**src/rtl/huffman_decoder.sv**
```systemverilog
// Serial JPEG AC-luminance Huffman decoder (fixed ITU-T T.81 Table K.5).
// Latency: symbol_valid_out rises the cycle after the last code/amplitude bit is accepted.
// Backpressure: bit_ready_out drops while a decoded symbol waits for symbol_ready_in.
//
// Ports:
//   clk_in, rst_in               clock, synchronous active-high reset
//   bit_in/bit_valid_in/bit_ready_out     MSB-first entropy-coded bit stream
//   run_out/size_out/coef_out/eob_out     decoded symbol fields
//   symbol_valid_out/symbol_ready_in      symbol handshake
//   err_out                      one-cycle pulse when 16 bits match no code
module huffman_decoder #(
  parameter int COEF_W = 11
) (
  input  logic                     clk_in,
  input  logic                     rst_in,
  input  logic                     bit_in,
  input  logic                     bit_valid_in,
  output logic                     bit_ready_out,
  output logic [3:0]               run_out,
  output logic [3:0]               size_out,
  output logic signed [COEF_W-1:0] coef_out,
  output logic                     eob_out,
  output logic                     symbol_valid_out,
  input  logic                     symbol_ready_in,
  output logic                     err_out
);

  typedef enum logic [1:0] {
    CODE = 2'd0,
    AMP  = 2'd1,
    OUT  = 2'd2
  } state_t;

  // Canonical decode parameters for one code length.
  typedef struct packed {
    logic        has;      // at least one code of this length exists
    logic [15:0] mincode;
    logic [15:0] maxcode;
    logic [7:0]  valptr;   // HUFFVAL index of the first code of this length
  } len_tab_t;

  // MINCODE/MAXCODE/VALPTR derived from BITS = 0,2,1,3,3,2,4,3,5,5,4,4,0,0,1,125.
  function automatic len_tab_t len_tab(input logic [4:0] len);
    len_tab_t t;
    case (len)
      5'd1:    t = '{1'b0, 16'd0,     16'd0,     8'd0};
      5'd2:    t = '{1'b1, 16'd0,     16'd1,     8'd0};
      5'd3:    t = '{1'b1, 16'd4,     16'd4,     8'd2};
      5'd4:    t = '{1'b1, 16'd10,    16'd12,    8'd3};
      5'd5:    t = '{1'b1, 16'd26,    16'd28,    8'd6};
      5'd6:    t = '{1'b1, 16'd58,    16'd59,    8'd9};
      5'd7:    t = '{1'b1, 16'd120,   16'd123,   8'd11};
      5'd8:    t = '{1'b1, 16'd248,   16'd250,   8'd15};
      5'd9:    t = '{1'b1, 16'd502,   16'd506,   8'd18};
      5'd10:   t = '{1'b1, 16'd1014,  16'd1018,  8'd23};
      5'd11:   t = '{1'b1, 16'd2038,  16'd2041,  8'd28};
      5'd12:   t = '{1'b1, 16'd4084,  16'd4087,  8'd32};
      5'd13:   t = '{1'b0, 16'd0,     16'd0,     8'd0};
      5'd14:   t = '{1'b0, 16'd0,     16'd0,     8'd0};
      5'd15:   t = '{1'b1, 16'd32704, 16'd32704, 8'd36};
      5'd16:   t = '{1'b1, 16'd65410, 16'd65534, 8'd37};
      default: t = '{1'b0, 16'd0,     16'd0,     8'd0};
    endcase
    return t;
  endfunction

  // HUFFVAL ROM, 162 entries in code order. No entry has a size nibble above 10.
  function automatic logic [7:0] huffval(input logic [7:0] idx);
    logic [7:0] v;
    case (idx)
      8'd0:   v = 8'h01; 8'd1:   v = 8'h02; 8'd2:   v = 8'h03; 8'd3:   v = 8'h00; 8'd4:   v = 8'h04; 8'd5:   v = 8'h11; 8'd6:   v = 8'h05; 8'd7:   v = 8'h12;
      8'd8:   v = 8'h21; 8'd9:   v = 8'h31; 8'd10:  v = 8'h41; 8'd11:  v = 8'h06; 8'd12:  v = 8'h13; 8'd13:  v = 8'h51; 8'd14:  v = 8'h61; 8'd15:  v = 8'h07;
      8'd16:  v = 8'h22; 8'd17:  v = 8'h71; 8'd18:  v = 8'h14; 8'd19:  v = 8'h32; 8'd20:  v = 8'h81; 8'd21:  v = 8'h91; 8'd22:  v = 8'ha1; 8'd23:  v = 8'h08;
      8'd24:  v = 8'h23; 8'd25:  v = 8'h42; 8'd26:  v = 8'hb1; 8'd27:  v = 8'hc1; 8'd28:  v = 8'h15; 8'd29:  v = 8'h52; 8'd30:  v = 8'hd1; 8'd31:  v = 8'hf0;
      8'd32:  v = 8'h24; 8'd33:  v = 8'h33; 8'd34:  v = 8'h62; 8'd35:  v = 8'h72; 8'd36:  v = 8'h82; 8'd37:  v = 8'h09; 8'd38:  v = 8'h0a; 8'd39:  v = 8'h16;
      8'd40:  v = 8'h17; 8'd41:  v = 8'h18; 8'd42:  v = 8'h19; 8'd43:  v = 8'h1a; 8'd44:  v = 8'h25; 8'd45:  v = 8'h26; 8'd46:  v = 8'h27; 8'd47:  v = 8'h28;
      8'd48:  v = 8'h29; 8'd49:  v = 8'h2a; 8'd50:  v = 8'h34; 8'd51:  v = 8'h35; 8'd52:  v = 8'h36; 8'd53:  v = 8'h37; 8'd54:  v = 8'h38; 8'd55:  v = 8'h39;
      8'd56:  v = 8'h3a; 8'd57:  v = 8'h43; 8'd58:  v = 8'h44; 8'd59:  v = 8'h45; 8'd60:  v = 8'h46; 8'd61:  v = 8'h47; 8'd62:  v = 8'h48; 8'd63:  v = 8'h49;
      8'd64:  v = 8'h4a; 8'd65:  v = 8'h53; 8'd66:  v = 8'h54; 8'd67:  v = 8'h55; 8'd68:  v = 8'h56; 8'd69:  v = 8'h57; 8'd70:  v = 8'h58; 8'd71:  v = 8'h59;
      8'd72:  v = 8'h5a; 8'd73:  v = 8'h63; 8'd74:  v = 8'h64; 8'd75:  v = 8'h65; 8'd76:  v = 8'h66; 8'd77:  v = 8'h67; 8'd78:  v = 8'h68; 8'd79:  v = 8'h69;
      8'd80:  v = 8'h6a; 8'd81:  v = 8'h73; 8'd82:  v = 8'h74; 8'd83:  v = 8'h75; 8'd84:  v = 8'h76; 8'd85:  v = 8'h77; 8'd86:  v = 8'h78; 8'd87:  v = 8'h79;
      8'd88:  v = 8'h7a; 8'd89:  v = 8'h83; 8'd90:  v = 8'h84; 8'd91:  v = 8'h85; 8'd92:  v = 8'h86; 8'd93:  v = 8'h87; 8'd94:  v = 8'h88; 8'd95:  v = 8'h89;
      8'd96:  v = 8'h8a; 8'd97:  v = 8'h92; 8'd98:  v = 8'h93; 8'd99:  v = 8'h94; 8'd100: v = 8'h95; 8'd101: v = 8'h96; 8'd102: v = 8'h97; 8'd103: v = 8'h98;
      8'd104: v = 8'h99; 8'd105: v = 8'h9a; 8'd106: v = 8'ha2; 8'd107: v = 8'ha3; 8'd108: v = 8'ha4; 8'd109: v = 8'ha5; 8'd110: v = 8'ha6; 8'd111: v = 8'ha7;
      8'd112: v = 8'ha8; 8'd113: v = 8'ha9; 8'd114: v = 8'haa; 8'd115: v = 8'hb2; 8'd116: v = 8'hb3; 8'd117: v = 8'hb4; 8'd118: v = 8'hb5; 8'd119: v = 8'hb6;
      8'd120: v = 8'hb7; 8'd121: v = 8'hb8; 8'd122: v = 8'hb9; 8'd123: v = 8'hba; 8'd124: v = 8'hc2; 8'd125: v = 8'hc3; 8'd126: v = 8'hc4; 8'd127: v = 8'hc5;
      8'd128: v = 8'hc6; 8'd129: v = 8'hc7; 8'd130: v = 8'hc8; 8'd131: v = 8'hc9; 8'd132: v = 8'hca; 8'd133: v = 8'hd2; 8'd134: v = 8'hd3; 8'd135: v = 8'hd4;
      8'd136: v = 8'hd5; 8'd137: v = 8'hd6; 8'd138: v = 8'hd7; 8'd139: v = 8'hd8; 8'd140: v = 8'hd9; 8'd141: v = 8'hda; 8'd142: v = 8'he1; 8'd143: v = 8'he2;
      8'd144: v = 8'he3; 8'd145: v = 8'he4; 8'd146: v = 8'he5; 8'd147: v = 8'he6; 8'd148: v = 8'he7; 8'd149: v = 8'he8; 8'd150: v = 8'he9; 8'd151: v = 8'hea;
      8'd152: v = 8'hf1; 8'd153: v = 8'hf2; 8'd154: v = 8'hf3; 8'd155: v = 8'hf4; 8'd156: v = 8'hf5; 8'd157: v = 8'hf6; 8'd158: v = 8'hf7; 8'd159: v = 8'hf8;
      8'd160: v = 8'hf9; 8'd161: v = 8'hfa;
      default: v = 8'h00;
    endcase
    return v;
  endfunction

  // Registered state
  state_t                    state_q, state_d;
  logic [14:0]               code_q, code_d;     // a 16-bit code always resolves, so 15 bits suffice
  logic [4:0]                len_q, len_d;
  logic [14:0]               amp_q, amp_d;
  logic [3:0]                amp_cnt_q, amp_cnt_d;
  logic [3:0]                run_q, run_d;
  logic [3:0]                size_q, size_d;
  logic signed [COEF_W-1:0]  coef_q, coef_d;
  logic                      eob_q, eob_d;
  logic                      err_q, err_d;

  // Datapath helpers
  logic                      bit_acc;
  logic [15:0]               code_shift;
  logic [4:0]                len_inc;
  len_tab_t                  tab;
  logic [7:0]                sym;
  logic                      match;
  logic [15:0]               amp_shift;
  logic [3:0]                cnt_inc;
  logic [16:0]               amp_mask;
  logic signed [16:0]        coef_full;

  assign bit_ready_out    = (state_q != OUT);
  assign symbol_valid_out = (state_q == OUT);
  assign bit_acc          = bit_valid_in && bit_ready_out;

  // Candidate code including the bit on the wire; only committed when accepted.
  assign code_shift = {code_q, bit_in};
  assign len_inc    = len_q + 5'd1;
  assign tab        = len_tab(len_inc);
  // Canonical property: an unmatched prefix is always >= MINCODE of the next length,
  // so the ROM offset is valid whenever match is true.
  assign match      = tab.has && (code_shift <= tab.maxcode);
  assign sym        = huffval(tab.valptr + 8'(code_shift - tab.mincode));

  // Amplitude: leading 1 means positive as-is, leading 0 means r - (2^size - 1).
  assign amp_shift  = {amp_q, bit_in};
  assign cnt_inc    = amp_cnt_q + 4'd1;
  assign amp_mask   = (17'd1 << size_q) - 17'd1;
  assign coef_full  = amp_shift[size_q - 4'd1] ? {1'b0, amp_shift}
                                               : ({1'b0, amp_shift} - amp_mask);

  always_comb begin
    state_d   = state_q;
    code_d    = code_q;
    len_d     = len_q;
    amp_d     = amp_q;
    amp_cnt_d = amp_cnt_q;
    run_d     = run_q;
    size_d    = size_q;
    coef_d    = coef_q;
    eob_d     = eob_q;
    err_d     = 1'b0;

    case (state_q)
      CODE: begin
        if (bit_acc) begin
          if (match) begin
            code_d = '0;
            len_d  = '0;
            run_d  = sym[7:4];
            size_d = sym[3:0];
            if (sym[3:0] == 4'd0) begin
              coef_d  = '0;
              eob_d   = (sym == 8'h00);
              state_d = OUT;
            end else begin
              amp_d     = '0;
              amp_cnt_d = '0;
              state_d   = AMP;
            end
          end else if (len_inc == 5'd16) begin
            // No 16-bit prefix matched: drop it and resynchronise on the next bit.
            err_d  = 1'b1;
            code_d = '0;
            len_d  = '0;
          end else begin
            code_d = code_shift[14:0];
            len_d  = len_inc;
          end
        end
      end

      AMP: begin
        if (bit_acc) begin
          amp_d     = amp_shift[14:0];
          amp_cnt_d = cnt_inc;
          if (cnt_inc == size_q) begin
            coef_d  = COEF_W'(coef_full);
            eob_d   = 1'b0;
            state_d = OUT;
          end
        end
      end

      OUT: begin
        if (symbol_ready_in) begin
          code_d  = '0;
          len_d   = '0;
          state_d = CODE;
        end
      end

      default: state_d = CODE;
    endcase
  end

  always_ff @(posedge clk_in) begin
    if (rst_in) begin
      state_q   <= CODE;
      code_q    <= '0;
      len_q     <= '0;
      amp_q     <= '0;
      amp_cnt_q <= '0;
      run_q     <= '0;
      size_q    <= '0;
      coef_q    <= '0;
      eob_q     <= 1'b0;
      err_q     <= 1'b0;
    end else begin
      state_q   <= state_d;
      code_q    <= code_d;
      len_q     <= len_d;
      amp_q     <= amp_d;
      amp_cnt_q <= amp_cnt_d;
      run_q     <= run_d;
      size_q    <= size_d;
      coef_q    <= coef_d;
      eob_q     <= eob_d;
      err_q     <= err_d;
    end
  end

  assign run_out  = run_q;
  assign size_out = size_q;
  assign coef_out = coef_q;
  assign eob_out  = eob_q;
  assign err_out  = err_q;

endmodule

```
**config.mk**
```make
export PLATFORM = sky130hd
export DESIGN_NAME = huffman_decoder
export DESIGN_NICKNAME = d
export VERILOG_FILES = /design/src/rtl/huffman_decoder.sv
export SDC_FILE = /design/constraint.sdc
export NUM_CORES = 1
export LEC_CHECK = 0
export CORE_ASPECT_RATIO = 1.1
export CORE_UTILIZATION = 35
export DETAILED_ROUTE_END_ITERATION = 12
export GPL_TIMING_DRIVEN = 0
export PLACE_DENSITY_LB_ADDON = 0.08
export REMOVE_ABC_BUFFERS = 1
export SLEW_MARGIN = 10
export SYNTH_ARGS = -nofsm -noshare
export SYNTH_HDL_FRONTEND = slang
export SYNTH_SLANG_ARGS = --single-unit
export TNS_END_PERCENT = 20
```
**constraint.sdc**
```tcl
create_clock -name clk_in -period 12.12 [get_ports clk_in]
set_clock_uncertainty 0.05 [all_clocks]
set_input_delay 1.212 -clock clk_in [delete_from_list [all_inputs] [get_ports clk_in]]
set_output_delay 1.212 -clock clk_in [all_outputs]
set_load 0.01 [all_outputs]
```
==> qor.yml, run 1 <==
dp_cells: 1027
wirelength_mm: 18.90
ys_warn_count: 0
htreeDepth: 3
critPathArrivalTime_ns: 8.24
cts-root-buf: "clkbuf_16"
drtAntennaViolNets: 0
synth_mux_area_share_pct: 4.527
die-area_sq_mm: 0.01879
synth-seq-area-share_pct: 19.44
final.setup.tns_ns: 0
critical_path_peak_fanout: 23
tightest_slew_ns: 1.192
cts_made_buffers: 9
synth_top_flop_cell: "dfxtp_1"
postCtsHoldBufs: 0
path_cells: "ha_1 > inv_1 > ha_1 > inv_1 > nand3_1 > nor2_1 > inv_1 > o21ai_0 > fa_1 > ha_1 > inv_1 > ha_1 > o21ai_2 > or3b_1 > a32oi_1 > a21oi_1 > a221oi_2 > nand3_2 > o21ai_2 > mux2_2"
cts_setup_buffers: 0
initial_core_util_pct: 35.86
clk_pin_slew_ns: 0.06
slew_headroom_pct: 20.27
synth_top_family_by_area: "compound AO/OA/AOI/OAI gates"
grtUsageTotal_pct: 21.21
status: "complete, no violations"
cts_tree: "yes"
vias: 6151
core-area_sq_mm: 0.01780
drtIter0Drc: 356
synth-edff-count: 0
ff2ff_setup_slack_ns: 4.06
start_kind: "register"
clock_path_buffers: 2
cp_slowest_cell: "ha_1"
maxCapViolCount: 0
post_cts_resized: 0
hold_violations: 0
setup_violations: 0
stdcell_count: 1043
critical_path.endpoint_type: "register"
die_x_um: 130.8
num_antenna_cells: 0
grt_antenna_before_repair: 0
fin_nets: 883
synth_adder_area_share_pct: 15.99
grt_pass1_vias: 5975
hpwl_mm: 13.85
period_needed_ns: 8.064
remaining_drc_errors: 0
grt_pass1_wl_mm: 31.35
place_congestion: 0.8730
cpPeakStageDelay_ns: 0.76
hold_class: "reg -> reg"
synth_compound_area_share_pct: 29.94
layout-drive-gt1-share_pct: 7.453
synthArstFlopShare_pct: 0
final_max_slew_viol_count: 0
yosysUniqueCellTypes: 82
drt-wirelength-per-cell_um: 18.12
yosys.area_share.simple_pct: 19.79
path_delay_family: "adder cells"
critPathRequiredTime_ns: 12.30
rsz0062_at_grt: "no"
vias_per_cell: 5.897
synth_seq_cells: 62
syn-cell-area_sq_mm: 0.006385
cp_num_buf_inv: 4
grt_max_degree: 39
gr-total-overflow: 0
insertion_delay_ns: 0.34
syn_avg_cell_area_sq_um: 7.834
area_delta_synth_final_pct: 11.82
min_period_over_period_pct: 66.54
max_freq_ghz: 0.1240
num_rows: 51
syn_inst: 815
port_buffers: 27
synth_xor_area_share_pct: 4.370
criticalPathCategory: "reg -> reg"
tritoncts_num_sinks: 62
dieHeight_um: 143.7
io-pin-count: 28
dr.pass1.iters: 5
## worst paths after layout
kind	start	cells after the start	endpoint
max	len_q[0]$_SDFFE_PP0P_	20	coef_out[1]$_SDFFE_PP0P_
min	coef_out[7]$_SDFFE_PP0P_	2	coef_out[7]$_SDFFE_PP0P_
max reg2reg	len_q[0]$_SDFFE_PP0P_	20	coef_out[1]$_SDFFE_PP0P_
min reg2reg	coef_out[7]$_SDFFE_PP0P_	2	coef_out[7]$_SDFFE_PP0P_
## Yosys cell counts (4+ instances only)
| cell type | n | share of area [%] |
|---|---|---|
| o211ai_1 | 16 | 1.9 |
| nor3_1 | 25 | 2.0 |
| a22oi_1 | 24 | 2.8 |
| a311oi_1 | 4 | 0.55 |
| o21a_1 | 7 | 0.82 |
| a21oi_1 | 55 | 4.3 |
| o21bai_1 | 9 | 1.1 |
| nor2b_1 | 11 | 1.1 |
| mux4_2 | 6 | 2.1 |
| a211oi_1 | 11 | 1.3 |
| nand3_1 | 22 | 1.7 |
| o22ai_1 | 4 | 0.39 |
| and3_1 | 5 | 0.49 |
| xor2_1 | 11 | 1.5 |
| inv_1 | 30 | 1.8 |
| a31oi_1 | 11 | 1.1 |
| xnor2_1 | 19 | 2.6 |
| nand4_1 | 6 | 0.59 |
| clkbuf_1 | 36 | 2.1 |
| o21ai_0 | 40 | 3.1 |
| or3_1 | 4 | 0.39 |
| a22o_1 | 19 | 2.6 |
| a21o_1 | 11 | 1.3 |
| nand2_1 | 69 | 4.1 |
| buf_2 | 12 | 0.94 |
| ha_1 | 72 | 14 |
| dfxtp_1 | 62 | 19 |
| a221oi_1 | 4 | 0.55 |
| a211o_1 | 4 | 0.55 |
| nor2_1 | 86 | 5.1 |
| and2_1 | 9 | 0.88 |
| mux2i_1 | 12 | 1.9 |
| nand2b_1 | 9 | 0.88 |
| o311ai_0 | 4 | 0.55 |
| fa_1 | 6 | 1.9 |
## per-layer routing
layer | up-vias | wire length (um) | track usage [%]
li1 | 2988 | - | -
met4 | 0 | 463 | 7.320
met3 | 34 | 717 | 2.606
met5 | - | 0 | 0
met2 | 187 | 8835 | 34.78
met1 | 2942 | 8887 | 28.44
## logic make-up (layout without fill, tap and decap cells)
logic type / count (synthesis) / in the layout
AOI/OAI and AO/OA: 267 / 267
xor gates and xnor gates: 31 / 31
adders and majority gates: 78 / 78
buffers and inverters: 88 / 78
DFF: 62 / 62
muxes: 21 / 21
and+or+nand+nor: 268 / 268
## state kept, by name, summed over array words and instances, names as in the netlist
| signal | cells |
|---|---|
| len_q | 5 |
| run_out | 4 |
| size_out | 4 |
| code_q | 15 |
| eob_out | 1 |
| amp_q | 15 |
| err_out | 1 |
| amp_cnt_q | 4 |
| state_q | 2 |
| coef_out | 11 |
## tightest hold or removal path, stage by stage (launching register included)
cell and delay [ns]:
dfxtp_1 0.31, nand2_1 0.05, o21bai_1 0.05
## layout by cell type (no fill, tap or decap), types with 10 or more instances in the layout
master and n:
o211ai_1 16, clkdlybuf4s50_1 26, a21oi_1 55, nor2b_1 11, a211oi_1 11, o21ai_0 40, dfxtp_1 62, nor2_1 85
xnor2_1 18, a21o_1 11, a31oi_1 11, xor2_1 10, ha_1 72, nor3_1 24, nand3_1 22, mux2i_1 12
inv_1 30, a22oi_1 24, a22o_1 19, nand2_1 69
## per-stage QoR
stage	hold WS, ns	setup WS, ns	instance area (sq um)	utilization, %
floorplan	0.3878	5.418	6126	-
global placement	0.3900	3.132	6694	37.60
detailed placement	0.3973	4.136	6769	38.02
CTS	0.4047	4.110	7139	40.10
global route	0.4249	3.568	7139	40.10
finish	0.4004	4.056	7139	40.10
## cell type report
| type | instances | area [sq um] |
|---|---|---|
| Fill cell | 1815 | 10660 |
| Multi-Input combinational cell | 665 | 4798 |
| Sequential cell | 62 | 1241 |
| Timing Repair Buffer | 30 | 311.5 |
| Tap cell | 238 | 297.8 |
| Clock buffer | 9 | 225.2 |
| Clock inverter | 7 | 145.1 |
| Inverter | 32 | 120.1 |
Power of run 1 is left out: the tool's default activity adds up to more than one toggle a clock period on the data nets, which glitch-free logic cannot reach.
==> run 2: changes to the inputs <==
Clock period 12.12 ns to 7.4 ns, I/O delays scaled along.
==> run 2 against run 1 <==
Clock-buffer cell count did not move. Global-route usage did not move. Fmax rose by 15%. Final area rose by 0.79%. Register-to-register slack got worse by 3.6 ns. Hold slack barely moved. Critical endpoint unchanged. Largest cell class unchanged.
==> qor.yml, run 2 (synthesis gave the netlist of run 1 again) <==
final_max_slew_viol_count: 0
num_antenna_cells: 0
dr.pass1.iters: 5
status: "complete, no violations"
die_x_um: 130.8
tightest_slew_ns: 1.168
hold_violations: 0
dp_slack_ns: -0.5842
core-area_sq_mm: 0.01780
min_period_over_period_pct: 94.49
critPathRequiredTime_ns: 7.58
cp_num_buf_inv: 2
seq_area_sq_mm: 0.001242
critPathMostFrequentCell: "ha_1"
cp_slowest_cell: "xor2_1"
hold_class: "reg -> reg"
layout_common_cells: "84 x nor2_1, 69 x nand2_1, 68 x ha_1, 61 x dfxtp_1, 55 x a21oi_1"
layout_commonest_cell: "nor2_1"
stdcell_count: 1044
postPlaceCellArea_sq_mm: 0.006769
slew_headroom_pct: 21.81
cpPeakStageDelay_ns: 0.78
die-area_sq_mm: 0.01879
layout-drive-gt1-share_pct: 8.313
grt_antenna_before_repair: 0
cts_tree: "yes"
grt_pass1_vias: 5982
port_buffers: 27
cts_made_buffers: 9
multi_input_comb_area_sq_mm: 0.004831
area_delta_synth_final_pct: 12.70
htreeDepth: 3
gr-total-overflow: 0
initial_core_util_pct: 35.86
fin_ws_ns: 0.4074
maxCapViolCount: 0
cts-root-buf: "clkbuf_16"
num_rows: 51
setup_violations: 0
grt_pass1_wl_mm: 31.34
clock_path_buffers: 2
path_delay_family: "compound AO/OA/AOI/OAI gates"
tritoncts_num_sinks: 62
vias: 6168
io-pin-count: 28
hpwl_mm: 13.85
critical_path_peak_fanout: 29
max_freq_ghz: 0.1430
remaining_drc_errors: 0
rsz0062_at_grt: "no"
clk_pin_slew_ns: 0.06
path_cells: "ha_1 > nand2_1 > xor2_1 > nor2_2 > inv_1 > o21ai_0 > fa_1 > ha_1 > and2_1 > a31oi_2 > nand2_2 > inv_4 > a2bb2oi_1 > o22ai_1 > o31a_1 > a211oi_2 > nand3_2 > o21ai_4 > mux2_2"
drt-wirelength-per-cell_um: 18.10
period_needed_ns: 6.993
grtUsageTotal_pct: 21.21
start_kind: "register"
place_congestion: 0.8730
wirelength_mm: 18.90
insertion_delay_ns: 0.33
design_area_sq_mm: 0.007196
fin_nets: 884
nFillCells: 1811
critical_path.endpoint_type: "register"
dieHeight_um: 143.7
criticalPathCategory: "reg -> reg"
drtIter0Drc: 348
critPathArrivalTime_ns: 7.17
grt_max_degree: 39
postCtsHoldBufs: 0
vias_per_cell: 5.908
dp_cells: 1027
drtAntennaViolNets: 0
## run 2: path summary, 6_finish.rpt
| path | from | to | slack (ns) | cells after the start |
|---|---|---|---|---|
| worst max-delay path | len_q[1]$_SDFFE_PP0P_ | coef_out[1]$_SDFFE_PP0P_ | 0.41 | 19 |
| worst min-delay path | coef_out[7]$_SDFFE_PP0P_ | coef_out[7]$_SDFFE_PP0P_ | 0.40 | 2 |
| worst max register to register | len_q[1]$_SDFFE_PP0P_ | coef_out[1]$_SDFFE_PP0P_ | 0.41 | 19 |
| worst min register to register | coef_out[7]$_SDFFE_PP0P_ | coef_out[7]$_SDFFE_PP0P_ | 0.40 | 2 |
## run 2: area by class of cell
cell class | count | area share (%)
clock buffers | 9 | 3.130
clock inverters | 7 | 2.017
well taps | 238 | 4.138
multi-input cells | 665 | 67.14
inverters | 32 | 1.704
repair buffers | 31 | 4.608
flip-flops and latches | 62 | 17.27
## run 2: routing by layer
metal	up-vias	track usage, %	routed length, um
li1	2993	-	-
met1	2941	28.42	8741
met2	198	34.81	8804
met3	36	2.606	864
met4	0	7.320	489
met5	-	0	0
## run 2: per-stage QoR
stage / utilization (%) / TNS, ns / hold WS, ns
final: 40.42 / 0 / 0.4008
after global routing: 40.42 / 0 / 0.4249
after CTS: 40.28 / 0 / 0.4047
after detailed placement: 38.02 / -12.83 / 0.3973
after global placement: 37.60 / -48.23 / 0.3900
after floorplan: - / 0 / 0.3878
## run 2: worst register-to-register path, cell delays in order (launching register included)
cell,delay (ns)
dfxtp_1,0.52
ha_1,0.31
nand2_1,0.14
xor2_1,0.79
nor2_2,0.25
inv_1,0.28
o21ai_0,0.25
fa_1,0.45
ha_1,0.42
and2_1,0.24
a31oi_2,0.37
nand2_2,0.41
inv_4,0.42
a2bb2oi_1,0.21
o22ai_1,0.10
o31a_1,0.31
a211oi_2,0.34
nand3_2,0.26
o21ai_4,0.40
mux2_2,0.38
## run 2: repair_timing
item	4_1_cts	5_1_grt
resized for setup	3	8
setup endpoints to repair	31	32
setup buffers	1	0
pin swaps	1	0
Power of run 2 is left out for the same reason.
